--- src/rtl/sha256_msg_padder.sv ---
// sha256_msg_padder: fetches a message from word memory and streams SHA-256 padded 512-bit blocks; SHA_PAD_BYTESWAP_EN byte-reverses memory words
module sha256_msg_padder #(
  parameter int NUM_OF_WORDS = 20,
  parameter int ADDR_W = 16
) (
  input  logic              clk,
  input  logic              reset,
  input  logic              start,
  input  logic [ADDR_W-1:0] message_addr,
  output logic              mem_rd,
  output logic [ADDR_W-1:0] mem_addr,
  input  logic [31:0]       mem_read_data,
  output logic              blk_valid,
  input  logic              blk_ready,
  output logic [511:0]      blk_data,
  output logic              blk_last,
  output logic              busy,
  output logic              done
);
  typedef enum logic [1:0] {IDLE, FILL, HOLD, DONE} state_t;
  localparam int NB = (NUM_OF_WORDS + 18) / 16;
  localparam logic [63:0] LEN = 64'(NUM_OF_WORDS) * 64'd32;
  state_t state_q, state_d;
  logic [4:0] k_q, k_d;
  logic [9:0] blk_q, blk_d;
  logic [ADDR_W-1:0] base_q, base_d;
  logic [511:0] data_q, data_d;
  logic pend_mem_q, pend_mem_d;
  logic [31:0] pend_val_q, pend_val_d;
  logic [31:0] g, fill_word, mem_word;
  logic rd, last;
`ifdef SHA_PAD_BYTESWAP_EN
  assign mem_word = {mem_read_data[7:0], mem_read_data[15:8], mem_read_data[23:16], mem_read_data[31:24]};
`else
  assign mem_word = mem_read_data;
`endif
  always_comb begin
    g = 32'(blk_q) * 32'd16 + 32'(k_q);
    last = blk_q == 10'(NB - 1);
    rd = state_q == FILL && !k_q[4] && g < 32'(NUM_OF_WORDS);
    fill_word = (g == 32'(NUM_OF_WORDS)) ? 32'h8000_0000 :
                (g == 32'(16*NB-2))     ? LEN[63:32] :
                (g == 32'(16*NB-1))     ? LEN[31:0] : '0;
    state_d = state_q;
    k_d = k_q;
    blk_d = blk_q;
    base_d = base_q;
    data_d = data_q;
    pend_mem_d = rd;
    pend_val_d = fill_word;
    case (state_q)
      IDLE: if (start) begin
        base_d = message_addr;
        k_d = '0;
        blk_d = '0;
        state_d = FILL;
      end
      FILL: begin
        // each slot lands one edge after its index is issued; shifting puts word 0 on top after 16 captures
        if (k_q != '0) data_d = {data_q[479:0], pend_mem_q ? mem_word : pend_val_q};
        k_d = k_q + 5'd1;
        if (k_q[4]) state_d = HOLD;
      end
      HOLD: if (blk_ready) begin
        state_d = last ? DONE : FILL;
        blk_d = last ? blk_q : blk_q + 10'd1;
        k_d = '0;
      end
      default: state_d = IDLE;
    endcase
  end
  always_ff @(posedge clk) begin
    if (reset) begin
      state_q <= IDLE;
      k_q <= '0;
      blk_q <= '0;
      base_q <= '0;
      data_q <= '0;
      pend_mem_q <= 1'b0;
      pend_val_q <= '0;
    end else begin
      state_q <= state_d;
      k_q <= k_d;
      blk_q <= blk_d;
      base_q <= base_d;
      data_q <= data_d;
      pend_mem_q <= pend_mem_d;
      pend_val_q <= pend_val_d;
    end
  end
  assign mem_rd = rd;
  assign mem_addr = rd ? base_q + ADDR_W'(g) : '0;
  assign blk_valid = state_q == HOLD;
  assign blk_last = (state_q == FILL || state_q == HOLD) && last;
  assign blk_data = data_q;
  assign busy = state_q != IDLE;
  assign done = state_q == DONE;
endmodule

--- config.mk ---
export PLATFORM = sky130hd
export DESIGN_NAME = sha256_msg_padder
export DESIGN_NICKNAME = d
export VERILOG_FILES = /design/src/rtl/sha256_msg_padder.sv
export SDC_FILE = /design/constraint.sdc
export NUM_CORES = 1
export LEC_CHECK = 0
export BUFFER_PORTS_ARGS = -buffer_cell sky130_fd_sc_hd__buf_2
export CORE_ASPECT_RATIO = 1.75
export CORE_MARGIN = 2
export CORE_UTILIZATION = 33
export DETAILED_ROUTE_END_ITERATION = 12
export GPL_TIMING_DRIVEN = 0
export SYNTH_ARGS = -nofsm -noshare
export SYNTH_HDL_FRONTEND = slang
export SYNTH_SLANG_ARGS = --single-unit
--- constraint.sdc ---
create_clock -name clk -period 4 [get_ports clk]
set_clock_uncertainty 0.1 [all_clocks]
set_input_delay 0.8 -clock clk [delete_from_list [all_inputs] [get_ports clk]]
set_output_delay 0.8 -clock clk [all_outputs]
set_load 0.01 [all_outputs]
# [After elaboration in Yosys (flattened, before gate mapping)]
# Index checks and enable logic that the tools add are counted.
[word_totals] regBits=578 latch_bits=0 ram_bits=0 romBits=0 inputBits=52 output_inout_bits=533 wordCells=57 mem_count=0
[classes] n_addsub=4 multipliers=0 div=0 order_cmp=1 eq_ne=11 shift=0 n_mux=17 n_bitwise=0 n_reduce_logical=16
[ops] operator="$mux 32" n=2
[ops] operator="$mux 10" n=5
[ops] operator="$eq 15x5->1 const B" n=3
[ops] operator="$pmux 10 s2" n=1
[ops] operator="$add 16x15->16" n=1
[ops] operator="$mux 16" n=1
[ops] operator="$add 14x5->15" n=1
[ops] operator="$lt 15x5->1 const B" n=1
[ops] operator="$pmux 5 s3" n=1
[ops] operator="$add 10x1->10 const B" n=1
[ops] operator="$eq 10x1->1 const B" n=1
[ops] operator="$mux 5" n=2
[ops] operator="$mux 2" n=4
[ops] operator="$ne 2x2->1 const B" n=3
[ops] operator="$pmux 2 s3" n=1
[ops] operator="$reduce_and 3->1" n=2
[ops] operator="$add 5x1->5 const B" n=1
[ops] operator="$reduce_bool 5->1" n=1
[ops] operator="$eq 2x2->1 const B" n=2
[ops] operator="$reduce_and 2->1" n=2
[ops] operator="$reduce_and 4->1" n=1
[ops] operator="$reduce_bool 2->1" n=2
[ops] operator="$logic_and 1x1->1" n=3
[ops] operator="$reduce_bool 3->1" n=1
[ops] operator="other kinds (6)" n=6

# [Longest topological paths before layout]
[depth] ltp_word=5 ltp_mapped=13 mapped_depth_nobuf=12

# [Worst setup path after synthesis]
# Ideal clock, no wire load.
[synth_path] path_kind="register to output" start="register blk_q[0]" end="output port mem_addr[12]" t_arrival_ns=2.938 required_ns=3.100 path_slack_ns=0.162 stages_incl_launch_ff=14 path_buffers=1 path_cell_list="dfxtp_1 ha_1 ha_1 nand3_1 nor2_1 xor2_1 ha_1 clkbuf_1 nand2_1 and3_1 o21ai_0 a221oi_1 xor2_1 nor2_1"
[synth_between] elab_chain_cells=4 word_cells_on_any_way=5 classes_between="add/sub (2); order compare (1); mux (1); reduce/logical (1)"
[synth_rtl] element="start: declaration" line_no="25" rtl="logic [9:0] blk_q, blk_d;"
[synth_rtl] element="start signal: assignment" line_no="84" rtl="blk_q <= blk_d;"
[synth_rtl] element="$add 14x5->15 *" line_no="38" rtl="g = 32'(blk_q) * 32'd16 + 32'(k_q);"
[synth_rtl] element="$lt 15x5->1" line_no="40" rtl="rd = state_q == FILL && !k_q[4] && g < 32'(NUM_OF_WORDS);"
[synth_rtl] element="$logic_and 1x1->1" line_no="40"
[synth_rtl] element="$mux 16 *" line_no="92" rtl="assign mem_addr = rd ? base_q + ADDR_W'(g) : '0;"
[synth_rtl] element="end: declaration" line_no="11" rtl="output logic [ADDR_W-1:0] mem_addr,"
# Mark *: on every way between the ends. The rest lies on a longest branch, timed or not.

# [Worst setup path in the final report]
[layout_path] start="register blk_q[0]" end="output port mem_addr[13]"
# The elaborated chain is that of the path after synthesis.

==> impl_metrics.json <==
{
  "drt_pre_antenna_iters": 6,
  "drtIter0Drc": 950,
  "crit_fanout": 5,
  "p_per_area_nw_per_um2": 459.4,
  "violations": "setup timing",
  "hp-class": "in -> reg",
  "wl_per_cell_um": 20.75,
  "min_period_over_period_pct": 105.4,
  "final_cells": 4095,
  "cp.arrival_ns": 3.32,
  "hold_violations": 0,
  "coreArea_um2": 61110,
  "routed_via_density": 4.867,
  "placedInstanceArea_um2": 24250,
  "die_x_um": 191.6,
  "outcome": "complete, but fails checks",
  "endpoint_kind": "output pin",
  "antenna_found_initial": 2,
  "initial_core_util_pct": 33.25,
  "synth_seq_cells": 548,
  "htree_levels": 2,
  "dpl.cell_count": 3977,
  "syn_to_final_growth_pct": 31.49,
  "syn_area_um2": 20320,
  "die_h_um": 332.2,
  "worst_setup_path_start_kind": "flip-flop",
  "wl_mm": 84.98,
  "ys_seq_area_share_pct": 54.00,
  "r2r_slack_ns": 0.30,
  "final.setup.tns_ns": -1.014,
  "synth_area_per_cell_um2": 7.814,
  "fin_area_um2": 26710,
  "synth_edf_count": 0,
  "pin_count": 585,
  "rows": 120,
  "ir_drop_mv": 0.4050,
  "grt_max_degree": 16,
  "max_freq_ghz": 0.2372,
  "grt_pass1_vias": 19250,
  "clk_path_buf_depth": 3,
  "synth.distinct_cells": 59,
  "synth_flop_cell": "dfxtp_1",
  "cts_buffers": 52,
  "setup_viol": 14,
  "tightest_slew_ns": 1.235,
  "cts_sinks": 548,
  "period_minus_slack_ns": 4.216,
  "slew_headroom_pct": 17.67,
  "slew_viol_final": 0,
  "synthCells": 2600,
  "cts_hold_buf": 0,
  "syn_nets": 2680,
  "clkLatencyLatePin_ns": 0.62,
  "reg2reg_depth": 9,
  "grtUsageTotal_pct": 25.88,
  "ant_nets": 0,
  "vias": 19930,
  "crit_required_ns": 3.10,
  "overflow": 0,
  "crit_type": "reg -> out",
  "nFillCells": 6411,
  "path_clk_slew_ns": 0.07,
  "async_reset_ff_share_pct": 0,
  "fin_ws_ns": -0.2155,
  "rsz0062_at_grt": "true",
  "io_buffers": 583,
  "drive_above_1_share_pct": 24.91,
  "cts_tree": "built",
  "hold_depth": 3,
  "max_cap_viol_count": 0,
  "finalWeightedCongestion": 0.9398,
  "dp.final_hpwl_mm": 67.56,
  "drc": 0,
  "final_nets": 3338,
  "grt_pass1_wl_mm": 123.9,
  "p_leak_nw": 10.77,
  "die-area_um2": 63640,
  "ys_warn_count": 0,
  "hold_ws_ns": 0.3259,
  "cts_root_buf": "clkbuf_16"
}
==> worst max-delay path, cell delays in order, from the launching register on <==
cell       delay [ns]
dfxtp_4          0.38
ha_4             0.16
buf_4            0.11
ha_2             0.20
xor2_2           0.30
ha_4             0.23
o211ai_1         0.10
nor2_2           0.16
o21ai_2          0.09
a21boi_2         0.26
nor2_2           0.09
a2111oi_4        0.41
buf_2            0.20
==> cell families after synthesis <==
family | Yosys count | synth area share (%)
muxes | 2 | 0.09854
adders and majority gates | 28 | 1.761
AOI/OAI and AO/OA | 610 | 15.84
and+or+nand+nor | 1177 | 22.85
xor gates and xnor gates | 27 | 1.164
buffers and inverters | 208 | 4.286
DFF | 548 | 54.00
==> layout by cell type, fill, tap and decap left out, types with 4 or more instances in the layout <==
cell type,synthesis,final
xor2_1,14,11
clkinv_2,0,14
nor3_1,13,11
buf_6,2,8
ha_4,0,9
o211ai_1,4,4
ha_1,27,16
buf_2,54,633
nor2_1,46,35
clkbuf_8,0,10
nor2b_1,5,5
clkbuf_1,133,135
xnor2_1,13,10
nor2_2,0,8
buf_4,2,21
o21ai_0,12,8
bufinv_16,0,7
nor4_1,4,4
nand2b_1,5,5
nand2_1,1039,1038
a21o_1,8,8
a211oi_1,5,5
nand3_1,40,38
clkbuf_16,0,53
dfxtp_1,548,544
a21oi_1,552,545
a21oi_2,1,6
inv_1,14,14
==> sequential cells by signal, summed over array words and instances, names as in the netlist <==
register    count
state_q         2
pend_mem_q      1
base_q         16
blk_data      512
k_q             5
pend_val_q      2
blk_q          10
==> routing by layer <==
| layer | GRT usage, % | share of wire, % |
|---|---|---|
| met2 | 45.50 | 49 |
| met5 | 0 | 0.019 |
| met3 | 4.797 | 5.6 |
| met4 | 15.32 | 6.4 |
| met1 | 28.62 | 39 |
==> final timing paths <==
check | start | endpoint
worst max-delay path | blk_q[0] | mem_addr[13]
worst min-delay path | message_addr[1] | base_q[1]
worst max register to register | state_q[1] | blk_data[42]
worst min register to register | blk_data[480] | blk_data[480]
==> cells in the mapped netlist, types with 3 or more instances <==
master | number | area, um2
and3_1 | 4 | 25.02
xor2_1 | 14 | 122.6
buf_2 | 54 | 270.3
nand3b_1 | 3 | 22.52
clkbuf_1 | 133 | 499.2
nor2_1 | 46 | 172.7
a31oi_1 | 4 | 25.02
nor2b_1 | 5 | 31.28
nor3_1 | 13 | 65.06
xnor2_1 | 13 | 113.9
nand3_1 | 40 | 200.2
inv_1 | 14 | 52.55
nand2_1 | 1039 | 3900
nand2b_1 | 5 | 31.28
buf_1 | 3 | 11.26
o211ai_1 | 4 | 30.03
and2_1 | 3 | 18.77
nand4_1 | 3 | 18.77
nor4_1 | 4 | 25.02
ha_1 | 27 | 337.8
dfxtp_1 | 548 | 10970
or3_1 | 3 | 18.77
a21oi_1 | 552 | 2763
a211oi_1 | 5 | 37.54
o21a_1 | 3 | 22.52
o21ai_0 | 12 | 60.06
a21o_1 | 8 | 60.06
==> metrics by stage <==
stage	power (mW)	utilization [%]	worst slack (ns)
6_report	12.27	43.71	-0.2155
5_1_grt	12.69	43.71	-0.3172
4_1_cts	12.34	43.50	-0.1559
3_5_place_dp	6.951	39.69	-0.8218
3_3_place_gp	6.939	39.64	-0.8967
2_1_floorplan	6.434	-	0.1623
==> repair_timing <==
item                                    CTS  global route
cloned                                    0             0
resized for setup                        68            24
buffers inserted                         19             5
pin swaps                                28            21
endpoints found under the setup margin   17            16
==> layout make-up <==
class	count	area (um2)	area share (%)
flip-flops and latches	548	10980	41.11
inverters	14	52.55	0.1967
repair buffers	608	3152	11.80
multi-input cells	1844	8885	33.26
plain buffers	190	829.5	3.105
clock buffers	69	1486	5.564
well taps	793	992.2	3.714
clock inverters	27	330.3	1.237
diodes	2	5.005	0.01874
==> where the power goes <==
group	internal, mW	switching (mW)	total, mW
combinational	0.361	1.01	1.37
sequential	5.50	0.0497	5.55
clock	3.07	2.28	5.35
(Power assumes the default switching activity.)
